File: src/rtl/line_buffer_ctrl.sv
// line_buffer_ctrl
//   Write/read controller for a (KER_SIZE+1)-row line-buffer array. Incoming
//   raster pixels are written into a rotating row. Once KER_SIZE rows hold
//   data, every new write also reads the other KER_SIZE rows at the same
//   column, so the array's q output presents one vertical kernel window per
//   cycle. After the last pixel, one row of zeros is flushed through to emit
//   the final window row.
//
// Ports
//   clk, rst         : clock, synchronous active-high reset
//   start            : frame start request (sampled in IDLE only)
//   in_valid/in_ready/in_data : pixel stream, raster order
//   a, wen, ren, d   : row-array address, per-row write/read enables, write data
//   win_valid        : array q output holds a valid window this cycle
//   win_col          : column of that window
//   frame_done       : one-cycle pulse at end of frame
module line_buffer_ctrl #(
  parameter int KER_SIZE = 3,
  parameter int DW       = 32,
  parameter int NW       = 32,
  parameter int AW       = $clog2(NW),
  parameter int IMG_W    = 32,
  parameter int IMG_H    = 32
) (
  input  logic              clk,
  input  logic              rst,
  input  logic              start,
  input  logic              in_valid,
  output logic              in_ready,
  input  logic [DW-1:0]     in_data,
  output logic [AW-1:0]     a,
  output logic [KER_SIZE:0] wen,
  output logic [KER_SIZE:0] ren,
  output logic [DW-1:0]     d,
  output logic              win_valid,
  output logic [AW-1:0]     win_col,
  output logic              frame_done
);

  localparam int RW = $clog2(KER_SIZE + 1);

  typedef enum logic [2:0] {
    IDLE,
    FILL,
    STREAM,
    FLUSH,
    DONE
  } state_t;

  state_t            state, state_nxt;
  logic [AW-1:0]     col;
  logic [15:0]       row;
  logic [RW-1:0]     wr_row;
  logic [AW-1:0]     a_q;
  logic              accept;
  logic              col_last;
  logic [KER_SIZE:0] row_onehot;

  assign col_last   = (col == AW'(IMG_W - 1));
  assign row_onehot = {{KER_SIZE{1'b0}}, 1'b1} << wr_row;

  // State register
  always_ff @(posedge clk) begin
    if (rst) state <= IDLE;
    else     state <= state_nxt;
  end

  // Next-state logic
  always_comb begin
    state_nxt = state;
    case (state)
      IDLE:    if (start) state_nxt = FILL;
      FILL:    if (accept && col_last && row == 16'(KER_SIZE - 1)) state_nxt = STREAM;
      STREAM:  if (accept && col_last && row == 16'(IMG_H - 1))    state_nxt = FLUSH;
      FLUSH:   if (col_last) state_nxt = DONE;
      DONE:    state_nxt = IDLE;
      default: state_nxt = IDLE;
    endcase
  end

  // Output logic
  always_comb begin
    in_ready   = (state == FILL) || (state == STREAM);
    accept     = in_ready && in_valid;
    frame_done = (state == DONE);
    a          = a_q;
    d          = '0;
    wen        = '0;
    ren        = '0;
    if (accept) begin
      a   = col;
      d   = in_data;
      wen = row_onehot;
      if (state == STREAM) ren = ~row_onehot;
    end else if (state == FLUSH) begin
      a   = col;
      wen = row_onehot;
      ren = ~row_onehot;
    end
  end

  // Counters. During FLUSH the column counter doubles as the flush count;
  // row is left alone there so it never passes IMG_H.
  always_ff @(posedge clk) begin
    if (rst) begin
      col    <= '0;
      row    <= '0;
      wr_row <= '0;
    end else if (state == DONE) begin
      col    <= '0;
      row    <= '0;
      wr_row <= '0;
    end else if (accept || state == FLUSH) begin
      if (col_last) begin
        col    <= '0;
        wr_row <= (wr_row == RW'(KER_SIZE)) ? '0 : wr_row + 1'b1;
        if (accept) row <= row + 16'd1;
      end else begin
        col <= col + 1'b1;
      end
    end
  end

  // One-cycle array read latency: window qualifiers follow the read by a cycle.
  // a_q also provides the hold value of a on idle cycles.
  always_ff @(posedge clk) begin
    if (rst) begin
      a_q       <= '0;
      win_valid <= 1'b0;
    end else begin
      a_q       <= a;
      win_valid <= |ren;
    end
  end

  assign win_col = a_q;

endmodule

File: config.mk
export PLATFORM = sky130hd
export DESIGN_NAME = line_buffer_ctrl
export DESIGN_NICKNAME = d
export VERILOG_FILES = /design/src/rtl/line_buffer_ctrl.sv
export SDC_FILE = /design/constraint.sdc
export NUM_CORES = 1
export LEC_CHECK = 0
export CAP_MARGIN = 20
export CELL_PAD_IN_SITES_DETAIL_PLACEMENT = 1
export CELL_PAD_IN_SITES_GLOBAL_PLACEMENT = 2
export CORE_MARGIN = 5
export CORE_UTILIZATION = 23
export DETAILED_ROUTE_END_ITERATION = 8
export GPL_ROUTABILITY_DRIVEN = 0
export PLACE_DENSITY_LB_ADDON = 0.3
export RECOVER_POWER = 50
export SLEW_MARGIN = 20
export SYNTH_ARGS = -nofsm -noshare
export SYNTH_HDL_FRONTEND = slang
export SYNTH_SLANG_ARGS = --single-unit
File: constraint.sdc
create_clock -name clk -period 6.4 [get_ports clk]
set_input_delay 1.6 -clock clk [delete_from_list [all_inputs] [get_ports clk]]
set_output_delay 1.6 -clock clk [all_outputs]
set_load 0.02 [all_outputs]
# Word level (Yosys, flattened, before mapping)
# Index checks and enable logic that the tools add are counted.
dict set report totals {
  regBits 32
  in_bits 36
}
dict set report classes {
  add_sub_neg 3
  n_eq_ne 12
  n_shift 1
  n_mux 15
  bitwise 1
  n_reduce_logical 12
}
# op n
set ops {}
lappend ops {{$mux W32} 1}
lappend ops {{$mux W4} 5}
lappend ops {{$add A16 B1 Y16 const B} 1}
lappend ops {{$eq A16 B2 Y1 const B} 1}
lappend ops {{$eq A16 B5 Y1 const B} 1}
lappend ops {{$mux W5} 3}
lappend ops {{$mux W3} 4}
lappend ops {{$pmux W3 S4} 1}
lappend ops {{$ne A2 B2 Y1 const B} 4}
lappend ops {{$eq A3 B2 Y1 const B} 2}
lappend ops {{$add A5 B1 Y5 const B} 1}
lappend ops {{$eq A5 B5 Y1 const B} 1}
lappend ops {{$logic_and A1 B1 Y1} 4}
lappend ops {{$not A4 Y4} 1}
lappend ops {{$reduce_and A4 Y1} 1}
lappend ops {{$reduce_or A4 Y1} 1}
lappend ops {{$shl A1 B2 Y4 const A} 1}
lappend ops {{$eq A3 B1 Y1 const B} 1}
lappend ops {{$eq A3 B3 Y1 const B} 1}
lappend ops {{$logic_not A3 Y1} 1}
lappend ops {{$reduce_and A3 Y1} 1}
lappend ops {{$add A2 B1 Y2 const B} 1}
lappend ops {{$eq A2 B2 Y1 const B} 1}
lappend ops {{$logic_or A1 B1 Y1} 2}
lappend ops {{3 further kinds} 3}

# Logic depth before layout (Yosys ltp)
dict set report logic_depth {
  word_depth 7
  depth_mapped 9
  depth_no_buf 8
}

# Worst setup path after synthesis
# No wires, ideal clock.
dict set report synth_path {
  kind {input -> output}
  start {in in_valid}
  end {out wen[0]}
  arrival_time_ns 2.709
  setup_slack_ns 2.091
  cell_stages 5
  path_buffers 2
  path_cell_list {clkbuf_1 > o21ai_0 > a21oi_1 > clkbuf_1 > and2_1}
}
dict set report synth_via {
  elab_chain_len 2
}
# element line_no
set synth_rtl {}
lappend synth_rtl {{start, declared} 28} ;# input logic in_valid,
lappend synth_rtl {{$logic_and A1 B1 Y1} 84} ;# accept = in_ready && in_valid;
lappend synth_rtl {{$mux W4} 90} ;# if (accept) begin
lappend synth_rtl {{end, declared} 32} ;# output logic [KER_SIZE:0] wen,
# No other way between the ends.

# Final worst setup path
dict set report layout_path {
  start {in in_valid}
  end {out d[23]}
}
dict set report layout_via {
  elab_chain_len 2
}
# element line_no
set layout_rtl {}
lappend layout_rtl {{$logic_and A1 B1 Y1} 84}
lappend layout_rtl {{$mux W32} 90}
lappend layout_rtl {{end, declared} 34} ;# output logic [DW-1:0] d,
# No other way between the ends.

==> results.tsv <==
metric	value	unit
status	finished, final reports clean	
Clock Skew	7.24	ps
syn_nets	288	
largest net degree at the start of global routing	34	
Worst Setup End Kind	output pin	
Reg2Reg Depth	8	
1st-iter DRT viols	66	
asr flop ratio synth	0	%
FILL cells	976	
maximum clock rate	179	MHz
TritonCTS buffer count	5	
max_cap viols	0	
overflow left after global routing	0	
most frequent cells in the layout	clkdlybuf4s50_1 (77), and3_1 (35), dfxtp_1 (32), nand2_1 (30), nor2_1 (25)	
Post-Synthesis Cell Area	1890	µm²
PD cells	276	nW/µm²
GRT Overall Usage	12.0	%
core footprint	8090	µm²
via count of the first global-routing pass	1963	
DR vias/cell	4.52	
DRC viols	0	
ANT nets after route	0	
FF+latch count, synth	32	
ant diodes	0	
Synth Flop Type	dfxtp_1	
CTS Root Cell	clkbuf_8	
first-pass GRT wire length	9.92	mm
Slew @ Worst Pin	1380	ps
antenna violations before repair	0	
WHS Path Cells	2	
Die Y-Extent	101	µm
Placement Setup Slack	1220	ps
nets@finish	368	
HPWL after detailed placement	4.63	mm
CP Class	in -> out	
post-layout min period	5600	ps
# Post-CTS Setup Buffers	0	
RSZ-0062 raised after global routing	no	
EDFF count, synth	0	
Max VDD drop	0.0913	mV
post-route setup TNS	0	ps
period utilisation layout	87.4	%
final setup violation count	0	
Mean Syn Cell Area	7.73	µm²
worst setup margin	805	ps
CTS sink cnt	32	
Crit Path Max Fanout	32	
H-Tree Depth	2	
die area	10100	µm²
sequential share of the synthesized area	34.0	%
Max-slew headroom	7.85	%
CP startpoint kind	input port	
commonest non-fill, non-tap cell in the layout	clkdlybuf4s50_1	
# IOs	89	
multi-input logic area	1140	µm²
Required @ worst endpoint	4800	ps
Worst-Skew Late Latency	290	ps
DIE WIDTH	101	µm
Mapped Cells	244	
Post-CTS Hold Buffers	0	
deepest clock path buffer count	2	
critical path arrival	4000	ps
share of layout cells above drive strength 1	3.69	%
Unique masters post-synth	41	
Port Buf Inserts	88	
Pre-antenna DRT Iters	4	
WL final	6.14	mm
worst hold path type	reg -> reg	
Area Growth Syn to Fin	56.1	%
yosys warns	0	
post-cts resize count	0	
CTS tree	yes	
register area	641	µm²
Hold Violations, Final	0	
DR WL/cell	14.3	µm
row count	33	
Initial Utilization	23.3	%
vias	1942	
Max Slew Vio Count	0	
Clock transition at path regs	70	ps
P_leak	1.20	nW
[layer usage]
layer,vias up,wire length (µm),global-route usage (%)
met5,-,0,0
met4,0,27,2.18
met3,2,176,2.63
met2,22,3230,21.2
met1,921,2700,15.1
li1,997,-,-
[critical path, stage by stage]
cell and delay [ps]:
dlygate4sd3_1 670, clkbuf_1 780, and3_1 270, dlygate4sd3_1 680
[cell families (layout without fill, tap and decap cells)]
family / count (synthesis) / in the layout / synth area share (%)
flip-flops: 32 / 32 / 34.0
AND/OR/NAND/NOR: 134 / 134 / 38.6
buffers and inverters: 26 / 107 / 5.71
adder cells (fa/ha/maj): 8 / 8 / 5.31
AO/OA/AOI/OAI: 30 / 30 / 9.89
multiplexers: 1 / 1 / 0.531
XOR/XNOR: 13 / 13 / 6.04
[where the power goes]
| part | total (mW) | internal, mW | leakage (nW) | switching, mW |
|---|---|---|---|---|
| Sequential | 0.229 | 0.209 | 0.258 | 0.0199 |
| Combinational | 0.389 | 0.173 | 0.891 | 0.216 |
| Clock | 0.195 | 0.116 | 0.0552 | 0.0791 |
[cell type report]
class / count / area share (%)
Clock buffer: 6 / 2.47
Clock inverter: 2 / 1.19
Inverter: 9 / 1.15
Multi-Input combinational cell: 186 / 38.6
Sequential cell: 32 / 21.8
Tap cell: 105 / 4.46
Timing Repair Buffer: 90 / 30.3
[per-stage QoR]
stage                     area, µm²  instances  total power [mW]  utilization [%]  hold WS [ps]
after global routing           2940        430             0.864             36.4           517
after floorplan                1890        244             0.461                -           454
after detailed placement       2840        422             0.631             35.1           478
after CTS                      2950        430             0.826             36.4           489
final                          2940        430             0.813             36.4           486
after global placement         2840        422             0.627             35.1           472
[sequential cells by signal, summed over array words and instances, names as in the netlist]
register,cells
col,5
row,16
state,3
win_col,5
win_valid,1
wr_row,2
[path summary, 6_finish.rpt]
check / from / end / slack [ps]
min: col[4] / col[4] / 490
max: in_valid / d[23] / 800
max reg2reg: col[0] / row[15] / 4000
min reg2reg: col[4] / col[4] / 490
[Yosys cell counts (3+ instances only)]
master | count | area (µm²)
a31oi_1 | 3 | 18.8
ha_1 | 8 | 100
nand3_1 | 6 | 30.0
nor2_1 | 25 | 93.8
o21ai_0 | 8 | 40.0
clkbuf_1 | 14 | 52.6
or3_1 | 4 | 25.0
dfxtp_1 | 32 | 641
xnor2_1 | 9 | 78.8
nor3_1 | 4 | 20.0
nor4_1 | 4 | 25.0
and2_1 | 5 | 31.3
nor3b_1 | 3 | 22.5
nand2_1 | 30 | 113
a21oi_1 | 12 | 60.1
nor2b_1 | 6 | 37.5
xor2_1 | 4 | 35.0
inv_1 | 8 | 30.0
and3_1 | 35 | 219
nand4_1 | 3 | 18.8
No activity file was read; power rests on OpenSTA's default activity.
